`src/rtl/dmem_arbiter.sv`:
```
// Two-master round-robin arbiter/sequencer for the single-port data memory.
// Optional macro DMEM_ARB_LOCK_EN adds m1_lock so master 1 can keep the memory across transactions.
module dmem_arbiter #(
  parameter int ADDR_W = 32,
  parameter int DATA_W = 32
) (
  input  logic              clk,
  input  logic              rst,
  input  logic              m0_req,
  input  logic              m0_wrn,
  input  logic [ADDR_W-1:0] m0_addr,
  input  logic [DATA_W-1:0] m0_wdata,
  output logic              m0_ack,
  output logic              m0_err,
  input  logic              m1_req,
  input  logic              m1_wrn,
  input  logic [ADDR_W-1:0] m1_addr,
  input  logic [DATA_W-1:0] m1_wdata,
`ifdef DMEM_ARB_LOCK_EN
  input  logic              m1_lock,
`endif
  output logic              m1_ack,
  output logic              m1_err,
  output logic [DATA_W-1:0] rdata,
  output logic              busy,
  output logic              mem_ce,
  output logic              mem_wrn,
  output logic [ADDR_W-1:0] mem_addr,
  output logic [DATA_W-1:0] mem_wdata,
  input  logic [DATA_W-1:0] mem_rdata
);

  typedef enum logic [1:0] {S_IDLE, S_GRANT, S_ACCESS, S_RESP} state_t;

  state_t              r_state;
  logic                r_gnt;
  logic                r_last_gnt;
  logic                r_lock;
  logic                r_wrn;
  logic [ADDR_W-1:0]   r_addr;
  logic [DATA_W-1:0]   r_wdata;
  logic                r_m0_ack, r_m0_err, r_m1_ack, r_m1_err;
  logic [DATA_W-1:0]   r_rdata;
  logic                r_busy, r_mem_ce, r_mem_wrn;
  logic [ADDR_W-1:0]   r_mem_addr;
  logic [DATA_W-1:0]   r_mem_wdata;
  logic                w_req_any;
  logic                w_gnt;
  logic                w_take;

  always_comb begin
    w_req_any = m0_req | m1_req;
    if (m0_req && m1_req) w_gnt = ~r_last_gnt;
    else                  w_gnt = m1_req;
    if (r_lock && m1_req) w_gnt = 1'b1;
  end

  assign w_take = (r_state == S_IDLE) && w_req_any;

  // Transaction payload needs no reset: it is only consumed after a grant latches it.
  always_ff @(posedge clk) begin
    if (w_take) begin
      r_wrn   <= w_gnt ? m1_wrn   : m0_wrn;
      r_addr  <= w_gnt ? m1_addr  : m0_addr;
      r_wdata <= w_gnt ? m1_wdata : m0_wdata;
    end
  end

  always_ff @(posedge clk or posedge rst) begin
    if (rst) begin
      r_state     <= S_IDLE;
      r_gnt       <= 1'b0;
      r_last_gnt  <= 1'b1;
      r_lock      <= 1'b0;
      r_m0_ack    <= 1'b0;
      r_m0_err    <= 1'b0;
      r_m1_ack    <= 1'b0;
      r_m1_err    <= 1'b0;
      r_rdata     <= '0;
      r_busy      <= 1'b0;
      r_mem_ce    <= 1'b0;
      r_mem_wrn   <= 1'b0;
      r_mem_addr  <= '0;
      r_mem_wdata <= '0;
    end else begin
      case (r_state)
        S_IDLE: begin
          if (r_lock && !m1_req) r_lock <= 1'b0;
          if (w_req_any) begin
            r_gnt      <= w_gnt;
            r_last_gnt <= w_gnt;
            r_busy     <= 1'b1;
            r_state    <= S_GRANT;
          end
        end
        S_GRANT: begin
          if (r_addr[1:0] != 2'b00) begin
            // Misaligned: answer with an error ack and never touch the memory.
            r_m0_ack <= ~r_gnt;
            r_m0_err <= ~r_gnt;
            r_m1_ack <= r_gnt;
            r_m1_err <= r_gnt;
            r_state  <= S_RESP;
          end else begin
            r_mem_ce    <= 1'b1;
            r_mem_wrn   <= r_wrn;
            r_mem_addr  <= r_addr;
            r_mem_wdata <= r_wdata;
            r_state     <= S_ACCESS;
          end
        end
        S_ACCESS: begin
          r_mem_ce  <= 1'b0;
          r_mem_wrn <= 1'b0;
          if (!r_wrn) r_rdata <= mem_rdata;
          r_m0_ack  <= ~r_gnt;
          r_m1_ack  <= r_gnt;
          r_state   <= S_RESP;
        end
        S_RESP: begin
          r_m0_ack <= 1'b0;
          r_m0_err <= 1'b0;
          r_m1_ack <= 1'b0;
          r_m1_err <= 1'b0;
          r_busy   <= 1'b0;
`ifdef DMEM_ARB_LOCK_EN
          if (r_gnt) r_lock <= m1_lock;
`endif
          r_state  <= S_IDLE;
        end
        default: r_state <= S_IDLE;
      endcase
    end
  end

  assign m0_ack    = r_m0_ack;
  assign m0_err    = r_m0_err;
  assign m1_ack    = r_m1_ack;
  assign m1_err    = r_m1_err;
  assign rdata     = r_rdata;
  assign busy      = r_busy;
  assign mem_ce    = r_mem_ce;
  assign mem_wrn   = r_mem_wrn;
  assign mem_addr  = r_mem_addr;
  assign mem_wdata = r_mem_wdata;

endmodule

```
`config.mk`:
```
export PLATFORM = sky130hd
export DESIGN_NAME = dmem_arbiter
export DESIGN_NICKNAME = d
export VERILOG_FILES = /design/src/rtl/dmem_arbiter.sv
export SDC_FILE = /design/constraint.sdc
export NUM_CORES = 1
export LEC_CHECK = 0
export ABC_AREA = 1
export BUFFER_PORTS_ARGS = -buffer_cell sky130_fd_sc_hd__buf_4
export CAP_MARGIN = 10
export CORE_UTILIZATION = 40
export DETAILED_ROUTE_END_ITERATION = 10
export GPL_TIMING_DRIVEN = 0
export PLACE_DENSITY = 0.72
export REMOVE_ABC_BUFFERS = 1
export SYNTH_ARGS = -nofsm -noshare
export SYNTH_HDL_FRONTEND = slang
export SYNTH_SLANG_ARGS = --single-unit
```
`constraint.sdc`:
```
create_clock -name clk -period 4.5 [get_ports clk]
set_input_delay 0.675 -clock clk [delete_from_list [all_inputs] [get_ports clk]]
set_output_delay 0.675 -clock clk [all_outputs]
set_load 0.005 [all_outputs]
```
### Yosys cells after proc, flatten, opt, wreduce, memory -nomap -nowiden

Index checks and enable logic that the tools add are counted.

* bitwise logic cells: 5
* divide/modulo/power cells: 0
* reduce and logical (&&, ||, !) cells: 15
* shifts and indexed selects: 0
* eq/ne operators: 6
* multipliers: 0
* $add $sub $neg: 0
* magnitude comparators: 0
* mux-type cells: 19

Operator list (number)
* $mux W32: 2
* $reduce_and A2 Y1: 7
* $pmux W1 S2: 5
* $mux W1: 8
* $pmux W2 S4: 1
* $reduce_bool A2 Y1: 4
* $ne A2 B2 Y1 const B: 3
* $pmux W1 S3: 2
* $eq A2 B2 Y1 const B: 2
* $not A1 Y1: 4
* $reduce_bool A3 Y1: 1
* $eq A2 B1 Y1 const B: 1
* $logic_and A1 B1 Y1: 2
* $logic_not A2 Y1: 1
* $mux W2: 1
* $or A1 B1 Y1: 1

* memories kept: 0
* register bits after elaboration: 172
* output and inout port bits: 103
* bits in latches: 0
* word-level logic and storage cells: 61
* bits in read-only memories: 0
* memory bits (writable): 0

### Depth between registers and ports, before layout

* depth in word-level cells: 3
* mapped depth: 8

### Worst setup path before layout

Ideal clock, no wire load.

* path kind: reg-to-reg
* start point: register r_state[0]
* end point: register r_addr[0] (enable)
* stages on the path, launching flop included: 5
* clock period less this slack: 2.542 ns
* buffers on the path: 0
* path slack: 1.958 ns
* arrival time: 2.123 ns
* required time: 4.081 ns
* cell sequence: dfrtp_1 > inv_1 > ha_1 > o21ai_0 > inv_1

* cells in the longest elaborated chain, start to end: 2

RTL lines
* start, declared: RTL line 35 `state_t r_state;`
* start signal, assigned: RTL line 71 `r_state <= S_IDLE;`
* start signal, assigned: RTL line 93 `r_state <= S_GRANT;`
* start signal, assigned: RTL line 103 `r_state <= S_RESP;`
* $logic_not A2 Y1: RTL line 58 `assign w_take = (r_state == S_IDLE) && w_req_any;`
* $logic_and A1 B1 Y1: RTL line 58
* via w_take: RTL line 49 `logic w_take;`
* end signal, assigned: RTL line 64 `r_addr <= w_gnt ? m1_addr : m0_addr;`
* end, declared: RTL line 40 `logic [ADDR_W-1:0] r_addr;`

The timed path passes the listed nets, and every way through them passes these cells.
A chain may end at the register's enable or synchronous reset.

### Worst setup path after layout

* start point: register r_state[1]
* end point: register r_mem_wdata[3], in the netlist mem_wdata[3]

* cells in the longest elaborated chain, start to end: 2

RTL lines
* $eq A2 B1 Y1: RTL line 86 `case (r_state)`
* $reduce_and A2 Y1 (no source line)
* end signal, assigned: RTL line 108 `r_mem_wdata <= r_wdata;`
* end, declared: RTL line 46 `logic [DATA_W-1:0] r_mem_wdata;`

Every way passes these cells.

==> reports/metrics.cfg <==
[status]
status = finished clean

[grt]
grt_pass1_vias = 5599
grt_max_degree = 69
grt_overflow_total = 0
antenna_found_initial = 0
grt_pass1_wl_um = 27640
globalRouteTotalUtil_pct = 19.27

[final_layout]
diodes = 0
syn2layout_area_growth_pct = 36.82
layoutNonFillerInstCount = 1246
final_core_util_pct = 56.79
final_layout_size_suffix_gt1_share_pct = 33.79
nFillCells = 1596
nets = 1179

[route]
drt_pass1_iterations = 4
num_vias = 5778
drt_iter0_markers = 227
post_drt_wl_per_cell_um = 13.88
viasPerCell = 4.637
drc = 0
routed_wl_um = 17290
final_antenna_net_count = 0

[cts]
root_buffer = clkbuf_16
clkLatencyLatePin_ps = 420
postCtsSetupBuffers = 0
cts_buffer_depth = 2
cts_tree = built
cts.clk_slew.worst_paths_ps = 70
h-tree-depth = 4
cts_sinks = 172
ctsResizeCount = 0
hold_buffers = 0
cts_buffers = 17

[timing]
hold_viol_final = 0
maxSlewViolCount = 0
setup-tns-final_ps = 0
period_needed_ps = 2660
final-setup-viol-count = 0
relSlewSlack_pct = 21.80
setup_ws_ps = 1840
period_share_pct = 59.10
tightest_slew_ps = 1173
rsz0062_at_grt = no
finalClockSkew_ps = 11.74
max_freq_mhz = 376.0

[power_and_ir_drop]
worst_ir_drop_vdd_mv = 0.3743
power_density_nw_per_um2 = 599.3
leakagePower_uw = 0.005239

[floorplanning]
start_util_pct = 41.50
die_area_um2 = 18740
row_count = 48
pin_count = 269
die_h_um = 136.9
core-area_um2 = 17540
die_x_um = 136.9

[placed_design]
gp_congestion = 0.7382
dp_hpwl_um = 11890
place.port_buffers = 268
placedCellCount = 1214
pre_cts_slack_ps = 1627

[synth]
synth.avg_cell_area_um2 = 9.602
yosysUniqueCellTypes = 19
ys_seq_elements = 172
ys_seq_area_share_pct = 63.62
ys_warn_count = 0
synth_area_um2 = 7278
syn_inst = 758

[setup_path]
path_max_fanout = 65
cp-start-kind = flip-flop
path_class = flip-flop to flip-flop
crit_required_ps = 4850
critPathArrivalTime_ps = 3010
end_kind = flip-flop

[worst_hold_path]
hold_class = input port to asynchronous set/reset pin

[flow_run]
max_cap_violations = 0

## cell usage in the layout, fill, tap and decap left out, drive strengths merged, types with 7 or more instances in the layout
cell and count:
nand2 375, buf 273, dfrtp 106, nand3 71
edfxtp 65, inv 50, o21ai 38, clkbuf 17
clkinv 8, nor2 7
## final cells by class
class                   count  area [um2]  share of cell area [%]
repair buffers            273        2120                   21.28
flip-flops and latches    172        4631                   46.50
clock buffers              17       425.4                   4.272
inverters                  46       177.7                   1.784
multi-input cells         498        2185                   21.94
clock inverters            15       138.9                   1.395
well taps                 225       281.5                   2.827
## report_power, final
| part | switching (uW) | internal, uW |
|---|---|---|
| clock network | 631 | 770 |
| registers | 276 | 2300 |
| logic | 1040 | 954 |
## per-layer routing
metal  global-route usage, %  up-vias  wire length (um)
met2                   32.54      219              8267
met5                       0        -                 0
li1                        -     2904                 -
met3                   6.037       22              1520
met4                   7.204        0               354
met1                   22.99     2633              7147
## registers in the layout, indices dropped and copies added (netlist names)
register	cells
busy	1
mem_wrn	1
r_gnt	1
r_wrn	1
m0_err	1
r_state	2
mem_ce	1
r_wdata	32
r_last_gnt	1
mem_addr	32
m1_ack	1
rdata	32
m1_err	1
m0_ack	1
mem_wdata	32
r_addr	32
## per-stage QoR
step | power [uW] | area (um2) | hold slack (ps)
after global routing | 6412 | 9958 | 432.2
after CTS | 6051 | 9958 | 402.4
after floorplan | 3520 | 6983 | 418.4
after global placement | 4557 | 9276 | 419.4
final | 5968 | 9958 | 380.5
after detailed placement | 4629 | 9394 | 424.5
## critical path: stages, from the launching register on
cell,delay (ps)
dfrtp_1,400
inv_1,140
ha_1,240
nand2_2,450
inv_2,1060
nand2_1,150
nand2_1,100
## synth_stat cells (all sizes together)
cell type,number,share of area [%]
nand3,71,4.9
nand4,1,0.086
edfxtp,65,27
clkbuf,7,0.36
dfrtp,106,36
dfstp,1,0.36
nor2,7,0.40
buf,35,3.7
ha,5,0.86
inv,46,2.4
nand2,375,19
or2,1,0.086
o21ai,38,4.3
## cell families after synthesis
| group | synth area share [%] |
|---|---|
| AND/OR/NAND/NOR | 24.82 |
| flip-flops | 63.62 |
| buffers and inverters | 6.430 |
| AO/OA/AOI/OAI | 4.263 |
| adder cells (fa/ha/maj) | 0.8595 |
## path summary, 6_finish.rpt
check | from | to | slack [ps] | depth (start not counted)
max | r_state[1] | mem_wdata[3] | 1840 | 6
min | rst | rdata[10] | 380 | 2
max reg2reg | r_state[1] | mem_wdata[3] | 1840 | 6
min reg2reg | r_wdata[10] | mem_wdata[10] | 440 | 2
max in group asynchronous | rst | mem_wdata[5] | 3380 | 3
min in group clk | r_wdata[10] | mem_wdata[10] | 440 | 2
No activity file was read; power rests on OpenSTA's default activity.
